==> src/rtl/inst_fetch_ctrl.sv <==
// inst_fetch_ctrl
// Instruction fetch controller between the PC register / decode stage and a
// sram-like instruction bus. It issues one read at a time. It can kill an
// in-flight read on flush. It holds the fetched instruction for decode until
// decode accepts it.
//
// Ports:
//   clk, rst        clock, asynchronous active-high reset
//   pc_i            PC to fetch
//   fetch_en        pipeline requests a fetch of pc_i
//   flush           kill any in-flight fetch
//   id_stall        decode cannot accept an instruction this cycle
//   inst_req/wr/size/addr/wdata   sram-like request side (read-only use)
//   inst_addr_ok, inst_data_ok, inst_rdata   sram-like response side
//   inst_o, inst_pc_o, inst_valid_o, addr_err_o   instruction to decode
//   if_stall        hold the PC register while high
module inst_fetch_ctrl (
  input  logic        clk,
  input  logic        rst,
  input  logic [31:0] pc_i,
  input  logic        fetch_en,
  input  logic        flush,
  input  logic        id_stall,
  output logic        inst_req,
  output logic        inst_wr,
  output logic [1:0]  inst_size,
  output logic [31:0] inst_addr,
  output logic [31:0] inst_wdata,
  input  logic        inst_addr_ok,
  input  logic        inst_data_ok,
  input  logic [31:0] inst_rdata,
  output logic [31:0] inst_o,
  output logic [31:0] inst_pc_o,
  output logic        inst_valid_o,
  output logic        addr_err_o,
  output logic        if_stall
);

  typedef enum logic [2:0] {
    ST_IDLE    = 3'd0,
    ST_REQ     = 3'd1,
    ST_WAIT    = 3'd2,
    ST_DISCARD = 3'd3,
    ST_HOLD    = 3'd4
  } state_t;

  state_t      state_r, state_s;
  logic        kill_r, kill_s;
  logic [31:0] addr_r, addr_s;
  logic [31:0] inst_r, inst_s;
  logic [31:0] pc_r, pc_s;
  logic        err_r, err_s;
  logic        if_stall_s;

  // State and holding registers, cleared asynchronously by rst.
  always_ff @(posedge clk or posedge rst) begin
    if (rst) begin
      state_r <= ST_IDLE;
      kill_r  <= 1'b0;
      addr_r  <= 32'h0000_0000;
      inst_r  <= 32'h0000_0000;
      pc_r    <= 32'h0000_0000;
      err_r   <= 1'b0;
    end else begin
      state_r <= state_s;
      kill_r  <= kill_s;
      addr_r  <= addr_s;
      inst_r  <= inst_s;
      pc_r    <= pc_s;
      err_r   <= err_s;
    end
  end

  // Next-state, data capture and PC stall decode.
  always_comb begin
    state_s    = state_r;
    kill_s     = kill_r;
    addr_s     = addr_r;
    inst_s     = inst_r;
    pc_s       = pc_r;
    err_s      = err_r;
    if_stall_s = 1'b0;
    case (state_r)
      ST_IDLE: begin
        if (fetch_en && !flush) begin
          if_stall_s = 1'b1;
          if (pc_i[1:0] == 2'b00) begin
            addr_s  = pc_i;
            state_s = ST_REQ;
          end else begin
            // Misaligned: report the error to decode without touching the bus.
            inst_s  = 32'h0000_0000;
            pc_s    = pc_i;
            err_s   = 1'b1;
            state_s = ST_HOLD;
          end
        end else begin
          state_s = ST_IDLE;
        end
      end
      ST_REQ: begin
        if_stall_s = 1'b1;
        // The request cannot be withdrawn. A flush seen before the address is
        // accepted is remembered so the returning data gets dropped.
        if (inst_addr_ok) begin
          kill_s  = 1'b0;
          state_s = (flush || kill_r) ? ST_DISCARD : ST_WAIT;
        end else if (flush) begin
          kill_s = 1'b1;
        end else begin
          kill_s = kill_r;
        end
      end
      ST_WAIT: begin
        if_stall_s = 1'b1;
        if (inst_data_ok) begin
          if (flush) begin
            state_s = ST_IDLE;
          end else begin
            inst_s  = inst_rdata;
            pc_s    = addr_r;
            err_s   = 1'b0;
            state_s = ST_HOLD;
          end
        end else if (flush) begin
          state_s = ST_DISCARD;
        end else begin
          state_s = ST_WAIT;
        end
      end
      ST_DISCARD: begin
        if_stall_s = 1'b1;
        if (inst_data_ok) begin
          state_s = ST_IDLE;
        end else begin
          state_s = ST_DISCARD;
        end
      end
      ST_HOLD: begin
        if (id_stall && !flush) begin
          if_stall_s = 1'b1;
          state_s    = ST_HOLD;
        end else begin
          state_s = ST_IDLE;
        end
      end
      default: begin
        state_s = ST_IDLE;
        kill_s  = 1'b0;
      end
    endcase
  end

  assign inst_req     = (state_r == ST_REQ);
  assign inst_wr      = 1'b0;
  assign inst_size    = 2'b10;
  assign inst_addr    = addr_r;
  assign inst_wdata   = 32'h0000_0000;
  assign inst_o       = inst_r;
  assign inst_pc_o    = pc_r;
  assign inst_valid_o = (state_r == ST_HOLD);
  assign addr_err_o   = err_r;
  // The IDLE term depends on fetch_en, so reset masks it explicitly.
  assign if_stall     = if_stall_s & ~rst;

endmodule

==> config.mk <==
export PLATFORM = sky130hd
export DESIGN_NAME = inst_fetch_ctrl
export DESIGN_NICKNAME = d
export VERILOG_FILES = /design/src/rtl/inst_fetch_ctrl.sv
export SDC_FILE = /design/constraint.sdc
export NUM_CORES = 1
export LEC_CHECK = 0
export ABC_AREA = 0
export CORE_MARGIN = 2
export CORE_UTILIZATION = 25
export DETAILED_ROUTE_END_ITERATION = 7
export PLACE_DENSITY_LB_ADDON = 0.12
export SYNTH_ARGS = -nofsm -noshare
export SYNTH_HDL_FRONTEND = slang
export SYNTH_SLANG_ARGS = --single-unit
export TNS_END_PERCENT = 20
==> constraint.sdc <==
create_clock -name clk -period 7.4 [get_ports clk]
set_input_delay 2.22 -clock clk [delete_from_list [all_inputs] [get_ports clk]]
set_output_delay 2.22 -clock clk [all_outputs]
set_load 0.01 [all_outputs]
==> run_results.csv <==
group,metric,value,unit
outcome,status,"complete, no violations",
power,comb_power_share,46.0,%
cts,postCtsSetupBuffers,0,
power,power.density,411,nW/µm²
synth,synth_area_leader_cell,"dfrtp_1",
final_layout,layout_common_cells,"clkdlybuf4s50_1 (170), dfrtp_1 (101), mux2_2 (38), conb_1 (35), a22o_1 (32)",
final_layout,nets,588,
floorplan,die_area,19800,µm²
floorplan,core-area,18100,µm²
setup_path,crit_path_cell_trace,"clkdlybuf4s50_1, nand2b_1, a21o_1, a21oi_1, clkdlybuf4s50_1",
synth,synthCells,363,
power,switchingPower,0.932,mW
floorplan,pin_count,206,
sta,fmax,164,MHz
final_layout,syn2layout_area_growth,43.2,%
cts,tritoncts,"built",
power,pwr-share-clk,17.5,%
route,viasPerCell,4.54,
setup_path,slowest_stage,"clkdlybuf4s50_1",
setup_path,critPathMaxStageDelay,570,ps
floorplan,rows,49,
place,post_dp_cell_area,6370,µm²
power,ir_worst_vdd,155,µV
power,power.share.sequential,36.6,%
min_path,hold_path_depth,1,
synth,synth.top_cell.area_share,54.2,%
floorplan,die-height,141,µm
final_layout,fin_area,6680,µm²
cts,hold_buffers,0,
global_routing,track_usage,13.0,%
setup_path,crit_path_end_kind,"primary output",
sta,finalSetupTns,0,ps
route,top_layer,"met4",
global_routing,grt_start_max_net_pins,55,
setup_path,ff2ff_setup_slack,4340,ps
floorplan,start_util,25.7,%
synth,seq_area_frac_synth,54.2,%
final_layout,antenna-diode-count,0,
min_path,hold_path_class,"flip-flop to flip-flop",
setup_path,worstPathRequired,5180,ps
synth,ys_top_cells_by_area,"dfrtp_1 (54%), mux2_2 (9.2%), mux2i_1 (6.2%)",
final_layout,layout_commonest_cell,"clkdlybuf4s50_1",
route,routed_wl,12.7,mm
cts,root_buffer,"clkbuf_16",
route,drc,0,
sta,finalCritPeriodShare,82.2,%
route,first_pass_iters,4,
sta,finalSetupViolations,0,
place,hpwl,8.52,mm
global_routing,antenna_found_initial,0,
sta,skew,4.63,ps
cts,cts.path.max_buffers,2,
synth,netlist_area,4660,µm²
synth,synth_warnings,0,
sta,period_minus_slack,6080,ps
global_routing,grt_pass1_wl,19.9,mm
synth,ys_seq_elements,101,
route,wl_met1,5.65,mm
cts,clkTransAtPathRegs,70,ps
route,vias,3408,
sta,max_slew.worst_pin.slew,1210,ps
cts,h-tree-depth,3,
route,wl_per_cell,16.9,µm
sta,report.final.slew_viol_count,0,
setup_path,cp_common_cell,"clkdlybuf4s50_1",
route,wl_met2,5.81,mm
synth,yosysUniqueCellTypes,32,
power,p_sw_share,34.0,%
setup_path,arrival,3860,ps
global_routing,grt_pass1_vias,3528,
cts,numCtsBuffers,9,
power,p_int,1.81,mW
floorplan,dieWidth,141,µm
route,initialDrtViolationCount,134,
setup_path,reg2reg_depth,4,
route,drtAntennaViolNets,0,
cts,clock_sinks,101,
final_layout,utilization,36.8,%
sta,hold_violations,0,
sta,slew_headroom,19.2,%
setup_path,start_kind,"input pin",
cts,cts_resized,0,
place,io_buffers,170,
route,dr_wl_met3,1.07,mm
setup_path,path_max_fanout,7,
global_routing,grt_overflow_total,0,
synth,syn_avg_cell_area,12.8,µm²
setup_path,path_class,"input pin to primary output",
final_layout,drive_gt1_share,13.8,%
cts,clk_latency,350,ps
run,maxCapViolations,0,
sta,rsz0062_at_grt,"no",
power,p_leak,2.73,nW
place,routabilityCongestion,0.700,
flip-flops by register name, summed over array words and instances (netlist names):
signal,cells
addr_err_o,1
inst_addr,32
inst_o,32
inst_pc_o,32
kill_r,1
state_r,3
power groups by stage:
stage	Sequential, mW	Clock [mW]	Combinational, mW
floorplan	1.08	0	0.540
global placement	1.01	0	1.27
detailed placement	1.01	0	1.28
CTS	1.01	0.497	1.28
global route	1.04	0.520	1.36
finish	1.00	0.479	1.26
cells in the mapped netlist (all sizes together):
cell / instances
dfrtp: 101
buf: 56
mux2: 38
a21oi: 34
a22o: 32
a31oi: 29
mux2i: 29
clkbuf: 9
nand3b: 4
inv: 3
nand3: 3
nor2: 3
nor3b: 3
and2: 2
and3: 2
conb: 2
nand2: 2
nand2b: 2
nor3: 2
o21ai: 2
a21o: 1
a311oi: 1
nor4bb: 1
o211ai: 1
or3: 1
through the flow:
step | power (mW) | hold WS, ps | setup WS (ps) | cells
after global routing | 2.92 | 521 | 1230 | 751
after CTS | 2.78 | 511 | 1310 | 750
after floorplan | 1.62 | 489 | 2470 | 396
after detailed placement | 2.29 | 490 | 1320 | 734
final | 2.74 | 507 | 1320 | 751
after global placement | 2.27 | 488 | 1310 | 734
layout make-up:
cell class              count  area (µm²)
fillers                  1784       11500
inverters                   3        13.8
clock inverters             5        61.3
well taps                 229         287
flip-flops and latches    101        2530
repair buffers            175        1750
clock buffers              11         233
multi-input cells         227        1810
routing by layer:
layer  up-vias  track usage [%]
met2       136             20.1
met1      1698             16.3
met4         0             5.05
met3        12             4.99
li1       1562                -
met5         -                0
cells by family after synthesis:
logic type / synth area share [%]
flip-flops: 54.2
AO/OA/AOI/OAI: 16.7
buffers and inverters: 9.72
multiplexers: 15.4
AND/OR/NAND/NOR: 3.81
other: 0.161
worst paths after layout:
check	from	endpoint
min in group asynchronous	rst	inst_o[27]
worst min-delay path	inst_o[6]	inst_o[6]
max in group asynchronous	rst	inst_o[26]
worst min register to register	inst_o[6]	inst_o[6]
worst max-delay path	flush	if_stall
worst max register to register	state_r[1]	inst_pc_o[30]
critical path, delay by kind of cell:
family,cells,cell delay (ps)
AOI/OAI and AO/OA,2,300
buffers and inverters,2,1120
and+or+nand+nor,1,220
Power figures use the tool's default switching activity.
